<file path="config.mk">
export PLATFORM = sky130hd
export DESIGN_NAME = quad_mag_comparator
export DESIGN_NICKNAME = d
export VERILOG_FILES = /design/src/rtl/cmp_pkg.sv /design/src/rtl/cmp_bit_cell.sv /design/src/rtl/quad_mag_comparator.sv
export SDC_FILE = /design/constraint.sdc
export NUM_CORES = 1
export LEC_CHECK = 0
export CAP_MARGIN = 25
export CORE_AREA = 2 2 39 41
export DETAILED_ROUTE_END_ITERATION = 16
export DIE_AREA = 0 0 41 43
export GPL_TIMING_DRIVEN = 1
export PLACE_DENSITY_LB_ADDON = 0.15
export SYNTH_ARGS = -nofsm -noshare
export SYNTH_HDL_FRONTEND = slang
export SYNTH_SLANG_ARGS = --single-unit
</file>
<file path="constraint.sdc">
create_clock -name clk -period 0.8 [get_ports clk]
set_input_delay 0.16 -clock clk [delete_from_list [all_inputs] [get_ports clk]]
set_output_delay 0.16 -clock clk [all_outputs]
set_load 0.05 [all_outputs]
</file>
<file path="src/rtl/cmp_pkg.sv">
// Shared types and helpers for the cascadable magnitude comparator.
// Result triple is ordered {gt, lt, eq}, one bit each.
package cmp_pkg;

   localparam int unsigned CMP_WIDTH = 4;

   typedef struct packed {
      logic gt;
      logic lt;
      logic eq;
   } cmp_res_t;

   localparam cmp_res_t CMP_GT   = 3'b100;
   localparam cmp_res_t CMP_LT   = 3'b010;
   localparam cmp_res_t CMP_EQ   = 3'b001;
   localparam cmp_res_t CMP_NONE = 3'b000;

   // Operands tie: eq_in wins, otherwise gt_in/lt_in pass straight through.
   function automatic cmp_res_t cmp_merge(input cmp_res_t chain,
                                          input logic     eq_in,
                                          input logic     lt_in,
                                          input logic     gt_in);
      cmp_res_t res;
      res = chain;
      if (chain.eq) begin
         if (eq_in) begin
            res = CMP_EQ;
         end else begin
            res.gt = gt_in;
            res.lt = lt_in;
            res.eq = 1'b0;
         end
      end
      return res;
   endfunction

endpackage : cmp_pkg

</file>
<file path="src/rtl/cmp_bit_cell.sv">
// One bit of the MSB-first compare chain: keeps an earlier decision,
// otherwise resolves on this bit pair.
module cmp_bit_cell
   import cmp_pkg::*;
(
   input  logic     ai,
   input  logic     bi,
   input  cmp_res_t dec_in,
   output cmp_res_t dec_out
);

   always_comb begin
      dec_out = dec_in;
      if (dec_in.eq) begin
         if (ai & ~bi) begin
            dec_out = CMP_GT;
         end else if (~ai & bi) begin
            dec_out = CMP_LT;
         end else begin
            dec_out = CMP_EQ;
         end
      end
   end

endmodule : cmp_bit_cell

</file>
<file path="src/rtl/quad_mag_comparator.sv">
// Registered 4-bit magnitude comparator with 7485-style cascade inputs.
// One cycle of latency; outputs clear asynchronously on rst.
module quad_mag_comparator
   import cmp_pkg::*;
#(
   parameter int unsigned WIDTH = CMP_WIDTH
) (
   input  logic             clk,
   input  logic             rst,
   input  logic [WIDTH-1:0] a,
   input  logic [WIDTH-1:0] b,
   input  logic             eq_in,
   input  logic             lt_in,
   input  logic             gt_in,
   output logic             gt_out,
   output logic             lt_out,
   output logic             eq_out
);

   // chain[WIDTH] seeds "equal so far"; chain[0] is the operand-only decision.
   cmp_res_t chain [WIDTH:0];
   cmp_res_t res_d;
   cmp_res_t res_q;

   assign chain[WIDTH] = CMP_EQ;

   for (genvar i = WIDTH - 1; i >= 0; i--) begin : g_cell
      cmp_bit_cell u_cell (
         .ai      (a[i]),
         .bi      (b[i]),
         .dec_in  (chain[i+1]),
         .dec_out (chain[i])
      );
   end

   always_comb begin
      res_d = CMP_NONE;
      res_d = cmp_merge(chain[0], eq_in, lt_in, gt_in);
   end

   always_ff @(posedge clk or posedge rst) begin
      if (rst) begin
         res_q <= CMP_NONE;
      end else begin
         res_q <= res_d;
      end
   end

   assign gt_out = res_q.gt;
   assign lt_out = res_q.lt;
   assign eq_out = res_q.eq;

endmodule : quad_mag_comparator

</file>
; Yosys cells after proc, flatten, opt, wreduce, memory -nomap -nowiden
; Index checks and enable logic that the tools add are counted.
; Widths: inputs -> output; s select.
[totals]
latch_bits = 0
mem_bits_rw = 0
inputBits = 13
elab_cells = 32
memories = 0
reg_bits = 3
romBits = 0
[classes]
multipliers = 0
n_shift = 0
muxes = 13
n_addsub = 0
reduce_logical = 0
order_cmp = 0
bitwise_logic = 16
n_div = 0
n_eq_ne = 0
[op_table]
columns = op, n
row1 = $mux 3, 9
row2 = $and 1x1->1, 8
row3 = $mux 2, 4
row4 = $not 1->1, 8

; Logic depth before layout (Yosys ltp)
[depth]
ltp_word = 8
depth_mapped = 5
ltp_nobuf = 5

; Modules after synthesis
; From an unflattened synthesis, not the netlist that was laid out.
[hier_totals]
hier_cells = 41
hier_area_um2 = 376.6
[by_module_without_submodules]
columns = mod, cells_per_inst, area_each_um2, seq_area_each_um2, instances
row1 = cmp_bit_cell, 7, 62.6, 0.0, 4
row2 = quad_mag_comparator, 13, 126.4, 75.1, 1

; Worst setup path after synthesis
; OpenSTA, ideal clock, no wires.
[synth_path]
kind = in2reg
startpoint = input port a[3]
endpoint = register res_q, in the netlist gt_out
setup_slack_ps = -265
t_required_ps = 705
arrival_ps = 970
setup_ps = 95
cell_stages = 5
path_buffers = 0
cell_sequence = inv_1 ha_1 nand4_2 o32a_1 o31ai_1
[synth_lines]
columns = item, line_no
row1 = start: declaration, quad_mag_comparator.sv:10  ; input logic [WIDTH-1:0] a,
row2 = end signal: assignment, quad_mag_comparator.sv:45  ; res_q <= res_d;
row3 = end: declaration, quad_mag_comparator.sv:23  ; cmp_res_t res_q;

; Worst setup path after layout
[layout_path]
startpoint = register res_q, in the netlist lt_out
endpoint = output port lt_out
[layout_lines]
columns = item, line_no
row1 = end: declaration, quad_mag_comparator.sv:16  ; output logic lt_out,
; No word-level cell between the ends.

==> PnR_summary.wiki <==
{| class="wikitable"
! Metric !! Value
|-
| Final period utilization || 115.5%
|-
| DRC violations left || 0
|-
| Data required time of the worst path || 640 ps
|-
| Final hold slack || 101.8 ps
|-
| Unique masters post-synth || 11
|-
| Total number of placement rows || 14
|-
| IO Count || 16
|-
| Leftover overflow at the end of global routing || 0
|-
| Total wirelength of the detailed-routed design || around 700 µm
|-
| Top flip-flop cell by instance count after synthesis || dfrtp_1
|-
| CP endpoint kind || output pin
|-
| Drt pass-1 iters || 4
|-
| Min cycle time layout || between 900 and 1000 ps
|-
| Initial Utilization || 23.24%
|-
| Number of pins exceeding their max-slew limit in the final report || 0
|-
| Max Buffers Root-to-Sink || 2
|-
| Largest vdd supply drop || roughly 580 µV
|-
| Post-synth top area share || 31.13%
|-
| Stage delay of the slowest cell on the critical path || 380 ps
|-
| GPL Wtd Cong || 0.7235
|-
| DRT iter0 DRCs || 2
|-
| Crit Path Category || flip-flop to output pin
|-
| Non-filler instance count after layout || 80
|-
| Full die area || 0.001763 mm²
|-
| Slowest-stage cell, CP || dfrtp_1
|-
| Number of buffer cells added on primary ports || 15
|-
| Most instantiated library cell after synthesis || inv_1
|-
| Synth area leader || ha_1
|-
| Cell-internal power || 0.5779 mW
|-
| Family of cells with the greatest summed delay on the critical path || flip-flops
|-
| Initial antenna violation count || 0
|-
| Global-route wire length before repair || around 1.2 mm
|-
| Critical Path Start Type || flip-flop
|-
| Post-DP Area || around 610 µm²
|-
| Number of synthesized flops with an enable pin || 0
|-
| Seq cells post-synth || 3
|-
| Crit path cell chain || buf_12
|-
| Top cell types by occurrence after synthesis || 15 x inv_1, 8 x ha_1, 3 x dfrtp_1
|-
| Leak || 0.3358 nW
|-
| Number of CTS-inserted buffers || 3
|-
| Path type of the worst min-delay path || input pin to asynchronous set/reset pin
|-
| Power dissipated by switching net loads || 0.2607 mW
|-
| Total number of clock tree sinks || 3
|-
| Final-report hold violation count || 0
|-
| Sequential cell fraction of total power || 21.9%
|-
| Die height || between 40 and 50 µm
|-
| Final total power || 0.8386 mW
|-
| Syn Std Cell Area || 321.6 µm²
|-
| Highest Clock Rate || 1082 MHz
|-
| Max capacitance violation total || 0
|-
| Part of the total power dissipated in combinational logic || a little under half
|-
| Slew margin rel. || a little under 90%
|-
| TritonCTS clock tree || done
|-
| Post-synth net total || 60
|-
| Pin count of the biggest net entering global routing || 5
|-
| Pre-CTS WS || -791.0 ps
|-
| Number of cells after detailed placement || 74
|-
| GRT Resource Usage Total || 9.629%
|-
| Vias in the first global route || 318
|-
| Mean instance size in the synthesized netlist || 8.245 µm²
|-
| Worst EP arrival || between 700 and 800 ps
|-
| Count of inserted antenna diode cells || 0
|-
| Largest fanout of any net on the critical path || 1
|-
| Sw Share || 31.09%
|-
| Proportion of synthesized chip area in sequential cells || 23.35%
|-
| DIE WIDTH || 41 µm
|-
| Synth area leaders || ha_1 31%, dfrtp_1 23%, inv_1 18%
|-
| Run status || complete, but fails checks
|-
| Area of the core || 0.001384 mm²
|-
| HPWL Detailed || 569.8 µm
|-
| Post-route worst setup slack || -123.9 ps
|-
| Violations in the final reports || negative setup slack
|-
| Final Instance Area || between 600 and 700 µm²
|-
| Final ANT Viol Nets || 0
|-
| Proportion of layout cells with a drive suffix above 1 || approximately half
|-
| Worst Max-Slew Pin Slew || ~200 ps
|-
| CTS Root Buffer Type || clkbuf_4
|-
| H-tree Lvls || 1
|-
| Cells after synthesis || 39
|-
| Via/cell ratio || approximately 4.1
|-
| Final nets || 86
|-
| Via count of the routed design || between 300 and 400
|-
| Number of setup violations in the final report || 5
|-
| Count of yosys warnings during synthesis || 0
|-
| DR WL/cell || about 8.9 µm
|-
| Area Overhead vs Synth || 107.8%
|-
| Buf/Inv on CP || 1
|-
| Share of power burned in the clock network || 30.5%
|-
| Power per standard cell area || 1255 mW/mm²
|-
| CTS clock-pin slew for the worst setup and hold paths || 40 ps
|-
| Setup repair after global routing missed its margin || true
|-
| Synth async-reset ratio || between 90% and 100%
|}
final timing paths:
path	startpoint	to	slack, ps	depth (start not counted)
max	lt_out	lt_out	-120	1
min	rst	lt_out	100	2
max in group asynchronous	rst	eq_out	570	2
min in group clk	eq_in	eq_out	340	3
layer usage:
metal	global-route usage [%]	wire length [µm]	up-vias
li1	-	-	174
met1	8.974	230	147
met2	18.13	425	10
met3	0.5236	52	0
met4	6.000	0	0
met5	0	0	-
kinds of logic after synthesis:
family | Yosys count | synth area share (%)
compound gates | 8 | 17.12
fa+ha+maj | 8 | 31.13
flops | 3 | 23.35
simple gates | 5 | 10.89
buf+inv | 15 | 17.51
registers in the layout, indices dropped and copies added (netlist names):
signal / cells
lt_out: 1
eq_out: 1
gt_out: 1
through the flow:
| stage | setup TNS, ps | utilization [%] |
|---|---|---|
| 3_5_place_dp | -2177 | 44.12 |
| 4_1_cts | -618.9 | 47.92 |
| 2_1_floorplan | -425.7 | - |
| 3_3_place_gp | -2141 | 44.12 |
| 6_report | -563.8 | 48.28 |
| 5_1_grt | -681.3 | 48.28 |
layout by cell type, fill, tap and decap left out, types with 2 or more instances in the layout:
cell / netlist / routed
buf_4: 0 / 6
ha_1: 8 / 4
o32a_1: 2 / 2
dfrtp_1: 3 / 3
o21ai_0: 2 / 2
buf_2: 0 / 2
a21oi_1: 2 / 2
nor3b_2: 0 / 2
dlygate4sd2_1: 0 / 2
clkbuf_4: 0 / 3
inv_1: 15 / 11
ha_4: 0 / 4
clkdlybuf4s50_1: 0 / 2
inv_2: 0 / 3
buf_6: 0 / 5
buf_12: 0 / 3
repair_timing:
item,CTS,global route
setup buffers,2,0
resized for setup,50,1
hold buffers,0,0
gates cloned,0,0
pin swaps,6,1
setup endpoints to repair,6,5
power by group through the flow:
stage | logic, mW | registers [mW] | clock network [mW]
CTS | 0.402 | 0.184 | 0.267
floorplan | 0.132 | 0.238 | 0
global route | 0.438 | 0.185 | 0.273
global placement | 0.378 | 0.185 | 0
finish | 0.400 | 0.183 | 0.256
detailed placement | 0.377 | 0.186 | 0
cell type report:
| type | instances | area (µm²) |
|---|---|---|
| Inverter | 15 | 58.81 |
| Multi-Input combinational cell | 21 | 264.0 |
| Fill cell | 143 | 715.7 |
| Tap cell | 16 | 20.02 |
| Clock buffer | 4 | 26.28 |
| Sequential cell | 3 | 75.07 |
| Timing Repair Buffer | 21 | 224.0 |
No activity file was read; power rests on OpenSTA's default activity.
